[src/rtl/cordic_addsub_pipe_pkg.sv]
// Shared definitions for the CORDIC add/sub pipeline: op encodings and the
// saturation helper used by the combinational front end.
package cordic_alu_pkg;

  localparam logic [1:0] OP_ADD     = 2'd0;
  localparam logic [1:0] OP_SUB     = 2'd1;
  localparam logic [1:0] OP_ADD_SHR = 2'd2;
  localparam logic [1:0] OP_SUB_SHR = 2'd3;

  // Widest word the clamp helper supports; callers sign-extend into it.
  localparam int MAX_W = 64;

  // Clamp a (width+1)-bit extended sum, sign-extended to MAX_W+1 bits, to the
  // signed range of a width-bit word. Bits at and above width-1 follow the
  // sum's true sign on overflow; the bits below take the opposite value.
  function automatic logic [MAX_W-1:0] sat_clamp(input logic [MAX_W:0] sum,
                                                 input int width);
    logic [MAX_W-1:0] res;
    res = sum[MAX_W-1:0];
    if (sum[width] != sum[width-1]) begin
      for (int i = 0; i < MAX_W; i++) begin
        res[i] = (i < width - 1) ? ~sum[width] : sum[width];
      end
    end
    return res;
  endfunction

endpackage

[src/rtl/cordic_addsub_pipe_stage.sv]
// One valid/ready register slice. It loads whenever it is empty or its
// downstream neighbour is taking its current contents.
module alu_pipe_stage #(
  parameter int PAYLOAD_W = 8
) (
  input  logic                 clk,
  input  logic                 rst_n,
  input  logic                 up_valid,
  input  logic [PAYLOAD_W-1:0] up_data,
  output logic                 load,
  input  logic                 dn_load,
  output logic                 valid,
  output logic [PAYLOAD_W-1:0] data
);

  logic                 valid_q, valid_d;
  logic [PAYLOAD_W-1:0] data_q, data_d;

  always_comb begin
    // NOTE: hold values are assigned first so no path leaves a signal unassigned (no latch).
    valid_d = valid_q;
    data_d  = data_q;
    load    = !valid_q || dn_load;
    if (load) begin
      valid_d = up_valid;
      data_d  = up_data;
    end
  end

  always_ff @(posedge clk or negedge rst_n) begin
    if (!rst_n) begin
      valid_q <= 1'b0;
      // NOTE: the payload is reset too, purely so outputs read zero after reset.
      data_q  <= '0;
    end else begin
      // NOTE: non-blocking updates so every slice samples its neighbour's pre-edge value.
      valid_q <= valid_d;
      data_q  <= data_d;
    end
  end

  assign valid = valid_q;
  assign data  = data_q;

endmodule

[src/rtl/cordic_addsub_pipe.sv]
// Pipelined add/sub with CORDIC shift-add modes, optional saturation and
// valid/ready flow control. Arithmetic sits ahead of the first register slice.
module cordic_addsub_pipe
  import cordic_alu_pkg::*;
#(
  parameter int WORD_WIDTH  = 16,
  parameter int SHIFT_WIDTH = 4,
  parameter int PIPE_STAGES = 2,
  parameter int SATURATE    = 1,
  parameter int TAG_WIDTH   = 4
) (
  input  logic                   clk,
  input  logic                   rst_n,
  input  logic                   in_valid,
  output logic                   in_ready,
  input  logic [1:0]             op,
  input  logic [SHIFT_WIDTH-1:0] shift,
  input  logic [WORD_WIDTH-1:0]  a,
  input  logic [WORD_WIDTH-1:0]  b,
  input  logic [TAG_WIDTH-1:0]   tag,
  output logic                   out_valid,
  input  logic                   out_ready,
  output logic [WORD_WIDTH-1:0]  result,
  output logic                   overflow,
  output logic [TAG_WIDTH-1:0]   out_tag
);

  localparam int W  = WORD_WIDTH;
  localparam int PW = W + TAG_WIDTH + 1;

  logic [31:0]    shift_ext;
  logic [W-1:0]   b_op;
  logic [W:0]     a_ext, b_ext, sum_ext;
  logic [MAX_W-1:0] clamp_full;
  logic [W-1:0]   res_word;
  logic           ovf;
  logic           is_sub, is_shr;

  always_comb begin
    is_sub    = (op == OP_SUB) || (op == OP_SUB_SHR);
    is_shr    = (op == OP_ADD_SHR) || (op == OP_SUB_SHR);
    shift_ext = 32'(shift);
    b_op      = b;
    if (is_shr) begin
      // Shifts of a full word or more leave only sign bits.
      if (shift_ext >= 32'(W)) b_op = {W{b[W-1]}};
      else                     b_op = $signed(b) >>> shift;
    end
    a_ext = {a[W-1], a};
    b_ext = {b_op[W-1], b_op};
    if (is_sub) sum_ext = a_ext + ~b_ext + (W+1)'(1);
    else        sum_ext = a_ext + b_ext;
    ovf        = sum_ext[W] ^ sum_ext[W-1];
    clamp_full = sat_clamp({{(MAX_W-W){sum_ext[W]}}, sum_ext}, W);
    res_word   = (SATURATE != 0) ? clamp_full[W-1:0] : sum_ext[W-1:0];
  end

  // Index 0 is the front end feeding stage 1; index PIPE_STAGES is the output.
  logic          vld [PIPE_STAGES+1];
  logic [PW-1:0] dat [PIPE_STAGES+1];
  logic          ld  [PIPE_STAGES+1];

  assign vld[0]          = in_valid;
  assign dat[0]          = {ovf, tag, res_word};
  assign ld[PIPE_STAGES] = out_ready;

  for (genvar i = 0; i < PIPE_STAGES; i++) begin : g_stage
    alu_pipe_stage #(
      .PAYLOAD_W(PW)
    ) u_stage (
      .clk      (clk),
      .rst_n    (rst_n),
      .up_valid (vld[i]),
      .up_data  (dat[i]),
      .load     (ld[i]),
      .dn_load  (ld[i+1]),
      .valid    (vld[i+1]),
      .data     (dat[i+1])
    );
  end

  assign in_ready  = ld[0];
  assign out_valid = vld[PIPE_STAGES];
  assign result    = dat[PIPE_STAGES][W-1:0];
  assign out_tag   = dat[PIPE_STAGES][W +: TAG_WIDTH];
  assign overflow  = dat[PIPE_STAGES][PW-1];

endmodule

[config.mk]
export PLATFORM = sky130hd
export DESIGN_NAME = cordic_addsub_pipe
export DESIGN_NICKNAME = d
export VERILOG_FILES = /design/src/rtl/cordic_addsub_pipe_pkg.sv /design/src/rtl/cordic_addsub_pipe_stage.sv /design/src/rtl/cordic_addsub_pipe.sv
export SDC_FILE = /design/constraint.sdc
export NUM_CORES = 1
export LEC_CHECK = 0
export BUFFER_PORTS_ARGS = -buffer_cell sky130_fd_sc_hd__buf_4
export CAP_MARGIN = 20
export CORE_ASPECT_RATIO = 0.6
export CORE_MARGIN = 5
export CORE_UTILIZATION = 54
export CTS_BUF_LIST = sky130_fd_sc_hd__clkbuf_2 sky130_fd_sc_hd__clkbuf_4 sky130_fd_sc_hd__clkbuf_8
export DETAILED_ROUTE_END_ITERATION = 6
export PLACE_DENSITY = 0.79
export REMOVE_ABC_BUFFERS = 1
export SLEW_MARGIN = 20
export SYNTH_ARGS = -nofsm -noshare
export SYNTH_HDL_FRONTEND = slang
export SYNTH_HIERARCHICAL = 1
export SYNTH_SLANG_ARGS = --single-unit
export TNS_END_PERCENT = 30
[constraint.sdc]
create_clock -name clk -period 1.3 [get_ports clk]
set_input_delay 0.065 -clock clk [delete_from_list [all_inputs] [get_ports clk]]
set_output_delay 0.065 -clock clk [all_outputs]
set_load 0.01 [all_outputs]
# Word level (Yosys, flattened, before mapping)
# Cells that the tools add are included.
[totals] register_bits=44
[op_classes] n_addsub=3 n_eq_ne=4 shifts=1 n_mux=3 bitwise=3 n_reduce_logical=6
[ops] op="two-way mux 16 bit" count=2
[ops] op="adder 16 x 16 -> 17 bit" count=1
[ops] op="adder 17 x 1 -> 17 bit, second input constant" count=1
[ops] op="adder 17 bit" count=1
[ops] op="two-way mux 17 bit" count=1
[ops] op="NOT 17 bit" count=1
[ops] op=">>> shifter 16 x 4 -> 16 bit" count=1
[ops] op="equality test 2 bit, second input constant" count=2
[ops] op="logical OR 1 bit" count=4
[ops] op="equality test 2 x 1 -> 1 bit, second input constant" count=1
[ops] op="logical NOT 1 bit" count=2
[ops] op="!= test 1 bit" count=1
[ops] op="NOT 1 bit" count=1
[ops] op="XOR 1 bit" count=1

# Depth between registers and ports, before layout
# Gate-level depths: netlist (run 1).
[depth] word_depth=9 ltp_mapped=20 mapped_depth_nobuf=18

# Modules after synthesis
# The synthesis (run 1) kept the hierarchy.
[by_module_without_submodules] module="cordic_addsub_pipe" instances=1 cells_per_inst=367 area_per_inst_um2=2763.9 seq_area_each_um2=0.0
[by_module_without_submodules] module="alu_pipe_stage" instances=2 cells_per_inst=48 area_per_inst_um2=925.9 seq_area_each_um2=550.5

# Least setup slack after synthesis (run 1)
# No wires, ideal clock.
[synth_timing] path_kind="input to register" start="in shift[1]" end="reg g_stage[0].u_stage.data_q[4]" t_arrival_ns=3.958 required_ns=1.175 path_slack_ns=-2.783 path_stages=17 n_path_buf=4 cell_sequence="clkbuf_1 > clkbuf_1 > mux4_2 > mux4_2 > mux2i_1 > ha_1 > buf_2 > o211ai_1 > a21oi_1 > o41a_1 > a31o_1 > a211oi_2 > a311oi_4 > nor2_4 > buf_6 > o21ai_2 > mux2_4"
[synth_via] elab_chain_len=8 elab_cells_between_ends=10
[synth_rtl] element="from (decl)" line="cordic_addsub_pipe.sv:17" text="input logic [SHIFT_WIDTH-1:0] shift,"
[synth_rtl] element=">>> shifter 16 x 4 -> 16 bit *" line="cordic_addsub_pipe.sv:47" text="else b_op = $signed(b) >>> shift;"
[synth_rtl] element="two-way mux 16 bit *" line="cordic_addsub_pipe.sv:44" text="if (is_shr) begin"
[synth_rtl] element="NOT 17 bit" line="cordic_addsub_pipe.sv:51" text="if (is_sub) sum_ext = a_ext + ~b_ext + (W+1)'(1);"
[synth_rtl] element="adder 17 bit" line="cordic_addsub_pipe.sv:51"
[synth_rtl] element="adder 17 x 1 -> 17 bit" line="cordic_addsub_pipe.sv:51"
[synth_rtl] element="two-way mux 17 bit *" line="cordic_addsub_pipe.sv:51"
[synth_rtl] element="!= test 1 bit / NOT 1 bit (equally long branches)"
[synth_rtl] element="two-way mux 16 bit *" line="cordic_addsub_pipe_pkg.sv:20" text="if (sum[width] != sum[width-1]) begin"
[synth_rtl] element="net clamp_full[4]" line="cordic_addsub_pipe.sv:34" text="logic [MAX_W-1:0] clamp_full;"
[synth_rtl] element="to (signal assigned)" line="cordic_addsub_pipe_stage.sv:38" text="data_q <= data_d;"
[synth_rtl] element="to (decl)" line="cordic_addsub_pipe_stage.sv:17" text="logic [PAYLOAD_W-1:0] data_q, data_d;"
# Mark *: on every way through the listed nets, which the timed path passes. The rest lies on a longest branch.
# A chain may end at the register's enable or synchronous reset.

# Final worst setup path (run 1)
[layout_timing] start="in shift[0]" end="reg g_stage[0].u_stage.data_q[4]"
# The elaborated chain is that of the path after synthesis.

==> flow_summary.toml, run 1 <==
[drt]
postRouteWirelength_mm = 16.59
post_drt_wl_per_cell_um = 21.51
remaining_drc_errors = 0
vias = 4687
drtPass1Iterations = 6
drtAntennaViolNets = 0
drt_iter0_drc = 752
via_per_inst = 6.079

[clocking]
cts_buffer_depth = 2
worstSkewPairLatency_ns = 0.30
cts_buffers = 5
cts-root-buf = "clkbuf_8"
clkSlewWorstSetupHoldPaths_ns = 0.09
clock-sinks = 44
h-tree-depth = 2
cts_tree = "yes"

[global_route]
grt_max_degree = 45
grt_pass1_vias = 4578
antenna_found_initial = 0
grt_pass1_wl_mm = 24.37
track_usage_pct = 29.48
grt-ovfl-total = 0

[worst_setup_path]
critPathKind = "in -> reg"
cp_slowest_cell = "mux4_2"
worstSetupStartpointType = "input pin"
endpoint_kind = "flop"
crit_path_cell_trace = "buf_12, mux4_2, mux2_4, o211ai_1, a21boi_2, ha_1, buf_4, nor2b_1, o21ai_0, o211ai_1, o211ai_1, a22oi_2, xnor2_4, buf_6, nand2_4, buf_12, o21ai_2, mux2_4"
cp.required_ns = 1.50
path_max_fanout = 8
ff2ff_path_depth = 4
reg2reg_to = "g_stage[0].u_stage/data[20]"
cp_data_arrival_time_ns = 3.91
worst_path_largest_cell_delay_ns = 0.58
cp_common_cell = "o211ai_1"
regToRegSetupSlack_ns = -0.02
reg2reg_from = "g_stage[1].u_stage/valid"

[timing]
fin_crit_sh_pct = 285.9
rsz0062_at_grt = "true"
tns_ns = -40.20
fin_crit_ns = 3.717
clock_skew_ns = 0.009379
worst_slew_pin_slew_ns = 0.6139
setup_ws_ns = -2.417
finalHoldViolCount = 0
timing.fmax_ghz = 0.2691
maxSlewViolCount = 0
setup-violations-final = 17
maxSlewHeadroom_pct = 59.07

[final_layout]
regArea_mm2 = 0.001101
drive_gt1_share_pct = 52.81
final.fill_count = 482
syn_to_final_growth_pct = 45.97
nets = 744
multi_input_area_mm2 = 0.003542
num_antenna_cells = 0

[die]
die_h_um = 81.62
fp-row-count = 26
io_pins = 69
die_w_um = 129.4
die_area_mm2 = 0.01056
coreArea_mm2 = 0.008426
start_util_pct = 54.78

[run_status]
status = "finished with violations"
violations = "setup timing"

[power_and_ir_drop]
vdd_drop_max_mv = 0.7707
p_total_uw = 7872
p_leak_uw = 0.003224
power_density_mw_per_mm2 = 1168

[synth]
synth.distinct_cells = 67
synth-main-ff-cell = "dfrtp_1"
synthArstFlopShare_pct = 100.0
avgSynthCellArea_um2 = 9.969
synthCells = 463
synth_seq_cells = 44
synth_edf_count = 0
netlist_area_mm2 = 0.004616
ys_warn_count = 6
ys_seq_area_share_pct = 23.85

[min_path]
min_path_cells = 4
hold_path_class = "in -> reg"
min_delay_worst_endpoint = "g_stage[1].u_stage/valid"
min_from = "out_ready"

[job]
cap_violations = 0

[place]
routabilityCongestion = 0.9508
dp_hpwl_mm = 10.85
portBuffers = 68
[critical path: cells and delay by family]
kind            cells  cell delay [ns]
compound gates      7             1.33
buf+inv             4             0.59
simple gates        2             0.28
fa+ha+maj           1             0.32
xor+xnor            1             0.16
mux                 3             1.16
[logic make-up (layout without fill, tap and decap cells)]
| family | count (synthesis) | count (layout) | share of synthesized area [%] |
|---|---|---|---|
| adder cells (fa/ha/maj) | 43 | 43 | 11.82 |
| buffers and inverters | 63 | 259 | 7.292 |
| AO/OA/AOI/OAI | 123 | 123 | 19.11 |
| flip-flops | 44 | 44 | 23.85 |
| AND/OR/NAND/NOR | 92 | 92 | 10.44 |
| multiplexers | 78 | 78 | 23.53 |
| XOR/XNOR | 20 | 20 | 3.958 |
[cells in the final DEF, fill, tap and decap left out, types with 4 or more instances in the layout]
cell type      instances
a211oi_2               6
clkbuf_8               6
nor3_1                 8
buf_12                 5
mux2_4                40
a31oi_1                4
o21ai_0               17
nor2_1                27
ha_1                  31
nand2_1               21
mux2i_1               14
xnor2_1               14
o21ai_1                4
dlygate4sd3_1          6
a21oi_1               22
mux2i_4                5
o21ai_2               12
mux4_2                 9
buf_6                  7
inv_1                 33
o211ai_1               7
mux2i_2                4
dfrtp_1               44
mux2_2                 6
xor2_1                 5
nor2b_1                9
a21oi_2                6
buf_4                195
ha_4                   4
a21o_1                 7
[stage by stage]
step           worst slack (ns)  util (%)  std cells  area, um2  hold slack, ns
2_1_floorplan            -2.275         -        437       4418         -0.2306
3_3_place_gp             -2.808     71.65        741       6037         0.07737
3_5_place_dp             -2.910     71.65        741       6037         0.09508
4_1_cts                  -2.161     77.47        769       6528       0.0002967
5_1_grt                  -2.462     79.97        771       6738          0.3042
6_report                 -2.417     79.97        771       6738          0.2850
[layout make-up]
cell class	count	area share (%)
Inverter	37	2.061
Clock inverter	1	0.1114
Tap cell	112	2.080
Multi-Input combinational cell	356	52.57
Timing Repair Buffer	214	25.50
Sequential cell	44	16.34
Clock buffer	7	1.337
[sequential cells by signal (all words and copies together) (netlist names)]
register and flops:
g_stage.u_stage/valid 2, g_stage.u_stage/data 42
[power breakdown]
group | switching, uW | leakage (uW) | internal, uW
Combinational | 2140 | 0.00268 | 2570
Clock | 505 | 0.0000479 | 454
Sequential | 335 | 0.000494 | 1860
Total | 2980 | 0.00322 | 4890
[cells in the mapped netlist, types with 10 or more instances]
cell type  count  area share, %
ha_1          38             10
nand2_1       21            1.7
mux2i_1       23            5.0
clkbuf_1      12           0.98
a21oi_1       28            3.0
xnor2_1       14            2.7
nor2_1        29            2.4
mux2_2        10            2.4
inv_1         35            2.8
nor2b_1       10            1.4
mux2_4        36             12
o21ai_0       22            2.4
dfrtp_1       44             24
[worst max path at each step]
stage,from,endpoint,slack (ns),cells past startpoint
after floorplan,shift[0],g_stage[0].u_stage/data[11],-2.27,16
after global routing,shift[0],g_stage[0].u_stage/data[4],-2.46,15
after global placement,shift[0],g_stage[0].u_stage/data[3],-2.81,17
after detailed placement,shift[0],g_stage[0].u_stage/data[12],-2.91,17
final,shift[0],g_stage[0].u_stage/data[4],-2.42,18
after CTS,shift[0],g_stage[0].u_stage/data[3],-2.16,15
[routing by layer]
layer  global-route usage [%]  part of all wire (%)
met5                        0                     0
met4                    4.612                   3.5
met3                    9.032                    12
met2                    46.13                    44
met1                    41.20                    41
[timing repair]
item / in CTS / in global routing
hold buffers: 5 / 1
pin swaps: 21 / 9
resized for setup: 53 / 38
endpoints found under the setup margin: 17 / 22
endpoints found under the hold margin: 48 / 1
setup buffers: 15 / 1
(Power assumes the default switching activity.)
==> run 2: changes to the inputs <==
--- a/config.mk
+++ b/config.mk
@@ -9,10 +9,10 @@
 export CAP_MARGIN = 20
 export CORE_ASPECT_RATIO = 0.6
 export CORE_MARGIN = 5
-export CORE_UTILIZATION = 54
+export CORE_UTILIZATION = 60
 export CTS_BUF_LIST = sky130_fd_sc_hd__clkbuf_2 sky130_fd_sc_hd__clkbuf_4 sky130_fd_sc_hd__clkbuf_8
 export DETAILED_ROUTE_END_ITERATION = 6
-export PLACE_DENSITY = 0.79
+export PLACE_DENSITY = 0.83
 export REMOVE_ABC_BUFFERS = 1
 export SLEW_MARGIN = 20
 export SYNTH_ARGS = -nofsm -noshare
==> constraint.sdc (replaced) <==
create_clock -name clk -period 4.82 [get_ports clk]
set_input_delay 0.241 -clock clk [delete_from_list [all_inputs] [get_ports clk]]
set_output_delay 0.241 -clock clk [all_outputs]
set_load 0.01 [all_outputs]
==> run 2 against run 1 <==
- the flow now finishes without violations
- total power decreased by 77%
- die area fell by 9.0%
- clock power is 70% lower
- non-clock buffer count decreased by 144
- cell count shrank 20%
- global-route usage is 4.1 points lower
- wire length down 28%
- combinational power down 80%
- sequential share of layout area rose by 4.9 points
- critical endpoint is now g_stage[0].u_stage/data[13]
==> flow_summary.toml, run 2 (synthesis gave the netlist of run 1 again) <==
[run_status]
status = "finished clean"

[worst_setup_path]
worstSetupStartpointType = "input pin"
cp.required_ns = 5.07
ff2ff_path_depth = 3
crit_start = "shift[0]"
path_max_fanout = 13
reg2reg_from = "g_stage[1].u_stage/valid"
regToRegSetupSlack_ns = 3.04
cp_data_arrival_time_ns = 4.54
endpoint = "g_stage[0].u_stage/data[13]"
reg2reg_to = "g_stage[0].u_stage/data[17]"
endpoint_kind = "flop"
critPathKind = "in -> reg"

[global_route]
grt_pass1_vias = 3668
grt-ovfl-total = 0
antenna_found_initial = 0
track_usage_pct = 25.40
grt_pass1_wl_mm = 19.29
grt_max_degree = 45

[timing]
timing.fmax_ghz = 0.2329
tns_ns = 0
finalHoldViolCount = 0
setup_ws_ns = 0.5264
clock_skew_ns = 0.007668
worst_slew_pin_slew_ns = 0.6113
maxSlewViolCount = 0
fin_crit_ns = 4.294
rsz0062_at_grt = "false"
fin_crit_sh_pct = 89.08
maxSlewHeadroom_pct = 59.25
setup-violations-final = 0

[final_layout]
nets = 600
final.fill_count = 558
finalInstanceArea_mm2 = 0.005187
multi_input_area_mm2 = 0.003178
largest_reg_flops = 42
layout_common_cells = "buf_4, dfrtp_1, ha_1"
num_antenna_cells = 0
drive_gt1_share_pct = 30.68
syn_to_final_growth_pct = 12.39
regArea_mm2 = 0.001101
final_common_cell = "buf_4"

[clocking]
cts_tree = "yes"
clock-sinks = 44
cts-root-buf = "clkbuf_8"
worstSkewPairLatency_ns = 0.30
cts_buffers = 5
cts_buffer_depth = 2
h-tree-depth = 2
clkSlewWorstSetupHoldPaths_ns = 0.08

[die]
coreArea_mm2 = 0.007387
die_h_um = 77.94
die_w_um = 123.2
start_util_pct = 62.48
fp-row-count = 24
die_area_mm2 = 0.009605
io_pins = 69

[drt]
drtPass1Iterations = 5
vias = 3781
remaining_drc_errors = 0
postRouteWirelength_mm = 12.00
via_per_inst = 6.108
routed.top_layer = "met4"
post_drt_wl_per_cell_um = 19.39
met1_length_mm = 5.728
drtAntennaViolNets = 0
wl_met2_mm = 5.176
drt_iter0_drc = 412
wl_met3_mm = 1.003

[power_and_ir_drop]
p_leak_uw = 0.002463
power_density_mw_per_mm2 = 349.9
vdd_drop_max_mv = 0.1621

[place]
portBuffers = 68
place_area_mm2 = 0.005066
routabilityCongestion = 0.9708
dp_hpwl_mm = 9.588
pre_cts_ws_ns = 0.2821

[job]
cap_violations = 0

[min_path]
hold_path_class = "in -> reg"
run 2: worst min-delay path by stage:
stage               startpoint  cells after the start  slack, ns                         end
floorplan                rst_n                      0      -0.05  g_stage[0].u_stage/data[0]
global placement         rst_n                      1       0.26  g_stage[1].u_stage/data[3]
detailed placement       rst_n                      1       0.26  g_stage[1].u_stage/data[5]
CTS                   in_valid                      2       0.12    g_stage[0].u_stage/valid
global route          in_valid                      2       0.11    g_stage[0].u_stage/valid
finish                in_valid                      2       0.13    g_stage[0].u_stage/valid
run 2: power breakdown:
part           switching [uW]  total [uW]  internal, uW
Sequential               86.4         589           503
Clock                     127         287           160
Combinational             449         939           491
Total                     662        1820          1150
run 2: timing repair:
action,CTS,global route
endpoints found under the hold margin,44,0
hold buffers,1,0
gates resized for setup,0,0
buffers inserted,0,0
run 2: worst max-delay path, cell delays in order:
cell and delay (ns):
buf_4 0.21, clkinv_1 0.29, a211oi_1 0.30, a21oi_1 0.10
mux2_2 0.31, or2_2 0.28, a31oi_1 0.22, ha_1 0.38
a221oi_4 0.38, a2bb2oi_2 0.29, a211oi_2 0.14, o21a_1 0.21
a311oi_4 0.58, nand2_4 0.25, a21oi_2 0.17, mux2_4 0.15
run 2: layout make-up:
| type | instances | share of cell area (%) |
|---|---|---|
| tap | 104 | 2.508 |
| clock inverter | 2 | 0.6753 |
| clock buffer | 6 | 1.471 |
| multi-input combinational | 356 | 61.26 |
| inverter | 37 | 2.677 |
| timing repair buffer | 70 | 10.18 |
| sequential | 44 | 21.23 |
run 2: through the flow:
step	util (%)	hold slack [ns]	instances	total power (uW)
global placement	68.58	0.2583	610	1489
global route	70.22	0.1089	619	1926
detailed placement	68.58	0.2620	610	1525
finish	70.22	0.1307	619	1815
floorplan	-	-0.05459	437	1197
CTS	70.22	0.1199	619	1817
run 2: metal layers:
metal | vias up | GRT usage (%)
met4 | 0 | 4.530
met3 | 14 | 5.451
met5 | - | 0
met1 | 1830 | 38.87
li1 | 1764 | -
met2 | 173 | 37.07
